$ cat src/rtl/dmem_arbiter.sv
// rtl/dmem_arbiter.sv - two-requester round-robin arbiter for an OBI-style data memory port
//
// Purpose:
//   Merges the core LSU data port (requester 0) and a secondary master
//   (requester 1) onto one downstream OBI-style port. Arbitration is
//   round-robin. The address phase stays locked to one requester until it is
//   granted. Requester IDs are queued in order so that responses can be
//   routed back to the requester that issued them.
//
// Ports:
//   clk, rst_n                   clock, asynchronous active-low reset
//   m_req/m_we/m_is_cap [1:0]    per-requester request, write, capability flag
//   m_be [1:0][3:0]              per-requester byte enables
//   m_addr [1:0][31:0]           per-requester byte address
//   m_wdata [1:0][32:0]          per-requester write data (bit 32 = tag)
//   m_flag [1:0][7:0]            per-requester sideband flags
//   m_gnt/m_rvalid/m_err [1:0]   per-requester grant, response valid, error
//   m_rdata [32:0]               shared read data, qualified by m_rvalid
//   s_*                          downstream address phase and response phase
//   proto_err                    sticky: response seen with nothing outstanding
//   stat_gnt0/stat_gnt1/stat_stall  statistics counters
//
// Optional feature:
//   DMEM_ARB_STATS_EN - when defined, saturating 32-bit statistics counters
//   are built. When it is undefined, the stat outputs are tied to zero.

module dmem_arbiter #(
   parameter int MAX_OUTST = 4,
   parameter int OID_W     = 3
) (
   input  logic             clk,
   input  logic             rst_n,
   input  logic [1:0]       m_req,
   input  logic [1:0]       m_we,
   input  logic [1:0]       m_is_cap,
   input  logic [1:0][3:0]  m_be,
   input  logic [1:0][31:0] m_addr,
   input  logic [1:0][32:0] m_wdata,
   input  logic [1:0][7:0]  m_flag,
   output logic [1:0]       m_gnt,
   output logic [1:0]       m_rvalid,
   output logic [1:0]       m_err,
   output logic [32:0]      m_rdata,
   output logic             s_req,
   output logic             s_we,
   output logic             s_is_cap,
   output logic [3:0]       s_be,
   output logic [31:0]      s_addr,
   output logic [32:0]      s_wdata,
   output logic [7:0]       s_flag,
   input  logic             s_gnt,
   input  logic             s_rvalid,
   input  logic             s_err,
   input  logic [32:0]      s_rdata,
   output logic             proto_err,
   output logic [31:0]      stat_gnt0,
   output logic [31:0]      stat_gnt1,
   output logic [31:0]      stat_stall
);

   localparam int PTR_W = (MAX_OUTST > 1) ? $clog2(MAX_OUTST) : 1;

   typedef enum logic {ST_OPEN = 1'b0, ST_LOCKED = 1'b1} lock_state_t;

   lock_state_t          state_q, state_d;
   logic                 lock_id_q;
   logic                 rr_q;
   logic                 sel;
   logic                 full;
   logic                 hs;
   logic                 pop;
   logic                 head;
   logic [OID_W-1:0]     count_q;
   logic [PTR_W-1:0]     wr_ptr_q, rd_ptr_q;
   logic [MAX_OUTST-1:0] fifo_q;

   function automatic logic [PTR_W-1:0] ptr_inc(input logic [PTR_W-1:0] p);
      return (p == PTR_W'(MAX_OUTST - 1)) ? '0 : p + 1'b1;
   endfunction

   // Lock state register
   always_ff @(posedge clk or negedge rst_n) begin
      if (!rst_n) begin
         state_q   <= ST_OPEN;
         lock_id_q <= 1'b0;
      end else begin
         state_q <= state_d;
         if (state_q == ST_OPEN && s_req && !s_gnt)
            lock_id_q <= sel;
      end
   end

   // Lock next state. Once locked, the lock is held through full stalls
   // (s_req low) and released only in the cycle that is actually granted.
   always_comb begin
      state_d = state_q;
      case (state_q)
         ST_OPEN:   if (s_req && !s_gnt) state_d = ST_LOCKED;
         ST_LOCKED: if (hs)              state_d = ST_OPEN;
         default:                        state_d = ST_OPEN;
      endcase
   end

   // Lock output: requester selection
   always_comb begin
      sel = 1'b0;
      if (state_q == ST_LOCKED) begin
         sel = lock_id_q;
      end else begin
         case (m_req)
            2'b10:   sel = 1'b1;
            2'b11:   sel = rr_q;
            default: sel = 1'b0;
         endcase
      end
   end

   // Address-phase forwarding and grant (combinational through-path)
   assign full     = (count_q == OID_W'(MAX_OUTST));
   assign s_req    = m_req[sel] & ~full;
   assign s_we     = m_we[sel];
   assign s_is_cap = m_is_cap[sel];
   assign s_be     = m_be[sel];
   assign s_addr   = m_addr[sel];
   assign s_wdata  = m_wdata[sel];
   assign s_flag   = m_flag[sel];
   assign hs       = s_req & s_gnt;
   assign m_gnt    = hs ? (sel ? 2'b10 : 2'b01) : 2'b00;

   // A response with nothing outstanding is never popped or routed.
   assign pop      = s_rvalid & (count_q != '0);
   assign head     = fifo_q[rd_ptr_q];
   assign m_rvalid = pop ? (head ? 2'b10 : 2'b01) : 2'b00;
   assign m_err    = (pop & s_err) ? (head ? 2'b10 : 2'b01) : 2'b00;
   assign m_rdata  = s_rdata;

   // Round-robin pointer, outstanding ID FIFO and protocol error flag.
   // The full gate on s_req means a push can never coincide with full, so a
   // pop at full frees a slot that s_req can use only from the next cycle.
   always_ff @(posedge clk or negedge rst_n) begin
      if (!rst_n) begin
         rr_q      <= 1'b0;
         fifo_q    <= '0;
         wr_ptr_q  <= '0;
         rd_ptr_q  <= '0;
         count_q   <= '0;
         proto_err <= 1'b0;
      end else begin
         if (hs) begin
            rr_q             <= ~sel;
            fifo_q[wr_ptr_q] <= sel;
            wr_ptr_q         <= ptr_inc(wr_ptr_q);
         end
         if (pop)
            rd_ptr_q <= ptr_inc(rd_ptr_q);
         case ({hs, pop})
            2'b10:   count_q <= count_q + 1'b1;
            2'b01:   count_q <= count_q - 1'b1;
            default: count_q <= count_q;
         endcase
         if (s_rvalid && count_q == '0)
            proto_err <= 1'b1;
      end
   end

`ifdef DMEM_ARB_STATS_EN
   logic [31:0] gnt0_q, gnt1_q, stall_q;
   logic        stall;

   // A stall is a contended cycle, or a cycle where a pending request is
   // blocked by the outstanding limit.
   assign stall = (&m_req) | (full & (|m_req));

   always_ff @(posedge clk or negedge rst_n) begin
      if (!rst_n) begin
         gnt0_q  <= '0;
         gnt1_q  <= '0;
         stall_q <= '0;
      end else begin
         if (hs && !sel && gnt0_q != 32'hFFFF_FFFF)
            gnt0_q <= gnt0_q + 32'd1;
         if (hs && sel && gnt1_q != 32'hFFFF_FFFF)
            gnt1_q <= gnt1_q + 32'd1;
         if (stall && stall_q != 32'hFFFF_FFFF)
            stall_q <= stall_q + 32'd1;
      end
   end

   assign stat_gnt0  = gnt0_q;
   assign stat_gnt1  = gnt1_q;
   assign stat_stall = stall_q;
`else
   assign stat_gnt0  = 32'd0;
   assign stat_gnt1  = 32'd0;
   assign stat_stall = 32'd0;
`endif

endmodule

$ cat config.mk
export PLATFORM = sky130hd
export DESIGN_NAME = dmem_arbiter
export DESIGN_NICKNAME = d
export VERILOG_FILES = /design/src/rtl/dmem_arbiter.sv
export SDC_FILE = /design/constraint.sdc
export NUM_CORES = 1
export LEC_CHECK = 0
export BUFFER_PORTS_ARGS = -buffer_cell sky130_fd_sc_hd__buf_2
export CORE_AREA = 2 2 162 164
export DETAILED_ROUTE_END_ITERATION = 8
export DIE_AREA = 0 0 164 166
export GPL_TIMING_DRIVEN = 0
export PLACE_DENSITY_LB_ADDON = 0.2
export SLEW_MARGIN = 0
export SYNTH_ARGS = -nofsm -noshare
export SYNTH_HDL_FRONTEND = slang
export SYNTH_SLANG_ARGS = --single-unit
$ cat constraint.sdc
create_clock -name clk -period 2.16 [get_ports clk]
set_input_delay 0.432 -clock clk [delete_from_list [all_inputs] [get_ports clk]]
set_output_delay 0.432 -clock clk [all_outputs]
set_load 0.005 [all_outputs]
==> results of run 1 <==
[stage by stage]
stage / hold slack [ps] / instances / utilization (%)
after global routing: 125 / 1020 / 21.6
after floorplan: 136 / 391 / -
after detailed placement: 377 / 1010 / 19.9
final: 96.8 / 1020 / 21.6
after global placement: 377 / 1010 / 19.9
after CTS: 111 / 1019 / 21.2
[layer usage]
layer	vias to the layer above	part of all wire (%)
met1	1313	39
met4	0	0.45
met3	4	7.6
met5	-	0
li1	1555	-
met2	156	53
[worst paths after layout]
check	end	slack (ps)	cells after the start
worst max-delay path	s_wdata[28]	-40	6
worst min-delay path	rr_q	100	1
worst max register to register	count_q[2]	140	11
worst min register to register	proto_err	450	1
max in group asynchronous	proto_err	1780	1
min in group clk	proto_err	440	2
[layout by cell type (no fill, tap or decap), drive strengths merged]
master,n
a31oi,5
clkinvlp,1
o21ai,1
mux2i,2
conb,96
inv,8
ha,6
fa,1
clkbuf,7
a41oi,4
nand2b,1
mux2,83
a21o,2
nand2,6
o211ai,1
dfrtp,15
xor2,2
and3,2
buf,426
nor2,9
mux4,1
nor3,2
and2,3
xnor2,1
[worst max-delay path: cells and delay by family (launching register included)]
family	cells	cell delay (ps)
buffers and inverters	3	430
multiplexers	2	540
AO/OA/AOI/OAI	1	140
flip-flops	1	380
[power by group through the flow]
stage | Combinational, uW | Clock (uW) | Sequential [uW]
after floorplan | 2270 | 0 | 522
after global routing | 4390 | 389 | 586
after detailed placement | 3480 | 0 | 556
after CTS | 3980 | 380 | 557
after global placement | 3510 | 0 | 556
final | 4040 | 366 | 558
[state kept, by name (all words and copies together), names as in the netlist, named ones only]
signal,cells
count_q,3
fifo_q,4
lock_id_q,1
proto_err,1
rd_ptr_q,2
rr_q,1
wr_ptr_q,2
[repair_timing]
item | in CTS | in global routing
setup endpoints to repair | 83 | 83
gates resized for setup | 44 | 20
pin swaps | 1 | 2
hold buffers | 0 | 0
setup buffers | 5 | 1
[cell families after synthesis]
logic type      after synthesis  share of synthesized area [%]
buf+inv                     148                           37.5
fa+ha+maj                     7                           3.28
other cells                   1                          0.130
mux                          86                           38.2
simple gates                 23                           3.59
flops                        15                           13.0
xor+xnor                      3                          0.908
compound gates               13                           3.46
[layout make-up]
cell class / instances / area [um2] / area share, %
Timing Repair Buffer: 290 / 1670 / 30.1
Buffer: 139 / 1100 / 20.0
Inverter: 9 / 40.0 / 0.724
Sequential cell: 15 / 375 / 6.79
Clock buffer: 4 / 78.8 / 1.43
Tap cell: 335 / 419 / 7.58
Multi-Input combinational cell: 228 / 1840 / 33.3
==> summary.md, run 1 <==
| Metric | Value |
|---|---|
| CP endpoint kind | primary output |
| Number of endpoints failing setup at the final stage | 39 |
| First-pass GRT wire length | around 17000 um |
| DR vias | 3028 |
| WL final | 12300 um |
| RSZ-0062 raised after global routing | yes |
| Power Total | 4960 uW |
| Syn-to-layout area delta | 90.9% |
| Die width | 164 um |
| Peak VDD IR | 0.000482 V |
| Avg WL per Cell | 12.1 um |
| P_leak | 0.00319 uW |
| CTS tree | yes |
| Gate Count Post-Synth | between 200 and 300 |
| Fin. Hold Viols | 0 |
| Fin crit share | 102% |
| Most common cell in the netlist | buf_4 |
| Antenna violation net count after detailed routing | 0 |
| Cell Area, Placed | 5090 um2 |
| Status | finished, violations left |
| Psw | approximately 1800 uW |
| Required @ worst endpoint | 1730 ps |
| Final net count | 891 |
| Crit path max fanout | 10 |
| Largest stage delay, worst path | 380 ps |
| Startpoint Class | flop |
| CP max stage cell | dfrtp_1 |
| Synth area leaders | buf_4 34%, mux2_2 19%, mux2_4 18%, dfrtp_1 13%, ha_1 2.6% |
| # DRC | 0 |
| Mapped Area | just under 3000 um2 |
| Final instance area | ~5500 um2 |
| Sequential power share | 11.2% |
| Met2 Usage GRT | 15.4% |
| Syn avg cell area | ~9.8 um2 |
| Met3 usage in global routing | 1.05% |
| Synth top area share | 33.7% |
| Setup ws final | -37.0 ps |
| Met1 global-route usage | around a tenth |
| Failing checks | negative setup slack |
| Layout cells sized above 1 | 77.1% |
| Post-synth EDFFs | 0 |
| Core area | 25600 um2 |
| Clock H-tree levels | 1 |
| Busiest layer in global routing | met2 |
| Yosys reg bits | 15 |
| Combinational power share | between 80% and 90% |
| Initial Util | a little under an eighth |
| Crit path from | rr_q |
| Max Cap Viol | 0 |
| Synth cell count leaders | 130 x buf_4, 49 x mux2_2, 34 x mux2_4 |
| Clock Skew | 4.84 ps |
| TritonCTS Sinks | 15 |
| Port Buffer Count | 284 |
| P_int | 3130 uW |
| HP Class | in2async |
| Switching share of total power | 37.0% |
| Final global-route overflow total | 0 |
| Vias in the first global route | roughly 2800 |
| CP Cell Sequence | o21ai_2 -> mux2_4 -> buf_12 -> buf_12 -> mux2_4 -> buf_6 |
| CP Data Arrival Time | ~1800 ps |
| Async SR Flop Fraction | 100% |
| Crit path kind | reg2out |
| GRT Util Overall | 8.07% |
| Worst r2r src | count_q[0] |
| Drt first pass iters | 4 |
| Initial antenna violation count | 0 |
| Maximum number of pins on one net before global-route repair | 16 |
| Tmin final | roughly 2200 ps |
| Setup WS pre-CTS | -327 ps |
| ANT cells | 0 |
| Rows | 59 |
| Fill cells | between 2000 and 3000 |
| Clk_lat worst skew | 250 ps |
| Sequential fraction of the synthesis area | 13.0% |
| Pwr per Cell Area | 898 nW/um2 |
| Root Driver | clkbuf_16 |
| Number of distinct library cells after synthesis | 27 |
| TNS Setup | -900 ps |
| DRT iter0 DRCs | 47 |
| FMAX | approximately 460 MHz |
| Clock slew at reported path FFs | 50 ps |
| Chip Height | 166 um |
| Synth warn | 0 |
| Global placement routability congestion | just over 0.7 |
| Clk network pwr share | between 7 and 8% |
| Most used DFF post-synth | dfrtp_1 |
| CTS max path bufs | 2 |
| Vias/cell | 2.97 |
| CTS buffer count | 3 |
| Slew Limit Fails | 0 |
| Ports | 414 |
| Die area | 27200 um2 |
| Dpl hpwl | 11300 um |
| Area leader, netlist | buf_4 |
Note: power is estimated with default switching activity, not from simulation.
==> run 2: changes to the inputs <==
CTS_BUF_LIST = sky130_fd_sc_hd__clkbuf_4   (was not set)
==> run 2 against run 1 <==
Compared with the run above:
- the flow still finishes with violations (negative setup slack)
- clock-buffer cell count unchanged
- fmax down 4.0%
- design area up 3.0%
- routed wire length up 1.3%
- register-to-register slack better by 20 ps
- cell count up 0.78%
- core utilization up 0.64 points
- sequential share of layout area down 0.20 points
- setup slack worse by 91 ps
==> summary.md, run 2 (synthesis results as in run 1) <==
| Metric | Value |
|---|---|
| Status | finished, violations left |
| Failing checks | negative setup slack |
| Clk network pwr share | ~3.4% |
| Clock H-tree levels | 1 |
| Largest register by flop count | fifo_q |
| Maximum number of pins on one net before global-route repair | 16 |
| Fin. Hold Viols | 0 |
| ANT cells | 0 |
| Crit path max fanout | 5 |
| CTS tree | yes |
| Final global-route overflow total | 0 |
| Commonest non-fill, non-tap cell in the layout | buf_2 |
| Clock Skew | roughly 8.6 ps |
| Vias/cell | 2.96 |
| HP Class | in2async |
| Combinational power share | 86.2% |
| Crit path kind | reg2out |
| Pwr per Cell Area | 937 nW/um2 |
| Layout cells sized above 1 | 77.8% |
| Die area | 27200 um2 |
| Peak VDD IR | 0.000478 V |
| Multi-input gate area | 1850 um2 |
| Max layer used | met4 |
| Fin Hold WS | 38.6 ps |
| Metal-1 WL | 4840 um |
| DR WL met3 | 925 um |
| CTS max path bufs | 2 |
| Global placement routability congestion | around 0.72 |
| FMAX | between 400 and 500 MHz |
| Initial antenna violation count | 0 |
| # DRC | 0 |
| Avg WL per Cell | 12.2 um |
| Fin crit share | 106% |
| Clock slew at reported path FFs | 100 ps |
| Vias in the first global route | 2823 |
| Tmin final | 2290 ps |
| CP Data Arrival Time | 1860 ps |
| Root Driver | clkbuf_4 |
| Dpl hpwl | 11300 um |
| TritonCTS Sinks | 15 |
| WL final | 12500 um |
| DR vias | 3043 |
| Antenna violation net count after detailed routing | 0 |
| Worst Reg2Reg Path Length in Cells | 11 |
| Sequential Area | 375 um2 |
| Max reg flops | 4 |
| Ports | 414 |
| DRT iter0 DRCs | 36 |
| First-pass GRT wire length | 17300 um |
| Required @ worst endpoint | 1730 ps |
| Final net count | roughly 900 |
| Commonest cells after routing, fill and taps aside | 247 x buf_2, 136 x buf_4, 96 x conb_1, 47 x mux2_2, 43 x buf_6 |
| RSZ-0062 raised after global routing | yes |
| Rows | 59 |
| Max Cap Viol | 0 |
| Number of endpoints failing setup at the final stage | 79 |
| GRT Util Overall | under 10% |
| Startpoint Class | flop |
| Setup ws final | -128 ps |
| CTS Hold Bufs | 0 |
| Fill cells | about 2900 |
| CTS buffer count | 3 |
| Clk_lat worst skew | 290 ps |
| P_int | around 3400 uW |
| Power Total | approximately 5300 uW |
| Die width | 164 um |
| Core area | 25600 um2 |
| Syn-to-layout area delta | 96.6% |
| Psw | 1930 uW |
| Port Buffer Count | roughly 280 |
| Slew Limit Fails | 0 |
| Initial Util | 11.3% |
| Top flop regs | fifo_q x4, count_q x3 |
| P_leak | 0.00327 uW |
| Sequential power share | 10.5% |
| Switching share of total power | 36.3% |
| Met2 Wirelength | ~6700 um |
| CP endpoint kind | primary output |
| Chip Height | roughly 170 um |
| Drt first pass iters | 3 |
## run 2: cell count changes in the layout (fill, tap and decap cells not counted), sizes merged
cell | previous run | this run
inv | 8 | 9
clkinvlp | 1 | 0
buf | 426 | 437
clkbuf | 7 | 4
## run 2: layout make-up
class / count / area share (%)
well taps: 335 / 7.36
plain buffers: 139 / 19.8
inverters: 9 / 0.637
flip-flops and latches: 15 / 6.59
clock buffers: 4 / 0.527
repair buffers: 298 / 32.7
multi-input cells: 228 / 32.4
## run 2: path summary, 6_finish.rpt
path / slack (ps) / startpoint / endpoint
hold / removal: 40 / rst_n / rr_q
max in group asynchronous: 1840 / rst_n / proto_err
setup reg to reg: 160 / count_q[0] / count_q[2]
hold reg to reg: 460 / proto_err / proto_err
min in group clk: 370 / s_rvalid / proto_err
setup / recovery: -130 / flop / s_be[3]
## run 2: power by group through the flow
stage / combinational [uW] / clock, uW / sequential, uW
after floorplan: 2270 / 0 / 522
after global placement: 3510 / 0 / 556
after detailed placement: 3480 / 0 / 556
after CTS: 4520 / 193 / 560
after global routing: 4980 / 201 / 586
final: 4600 / 179 / 558
## run 2: critical path: stages, from the launching register on
cell     delay (ps)
dfrtp_1         410
mux2_4          340
buf_12          150
buf_16          130
buf_8           120
mux2_4          290
buf_6           120
## run 2: what timing repair did
item | 4_1_cts | 5_1_grt
pin swaps | 2 | 3
gates cloned | 4 | 0
setup buffers | 9 | 1
endpoints found under the setup margin | 85 | 84
resized for setup | 61 | 21
## run 2: metrics by stage
step | worst slack (ps) | setup TNS (ps) | cell area [um2] | std cells | utilization (%)
2_1_floorplan | 67.9 | 0 | 3250 | 391 | -
3_3_place_gp | -339 | -5550 | 5090 | 1010 | 19.9
3_5_place_dp | -327 | -5390 | 5090 | 1010 | 19.9
4_1_cts | -146 | -7950 | 5600 | 1027 | 21.9
5_1_grt | -197 | -11890 | 5690 | 1028 | 22.2
6_report | -128 | -4550 | 5690 | 1028 | 22.2
## run 2: per-layer routing
metal | vias up | track usage (%)
li1 | 1566 | -
met1 | 1311 | 9.89
met2 | 160 | 15.7
met3 | 6 | 1.05
met4 | 0 | 0.992
met5 | - | 0
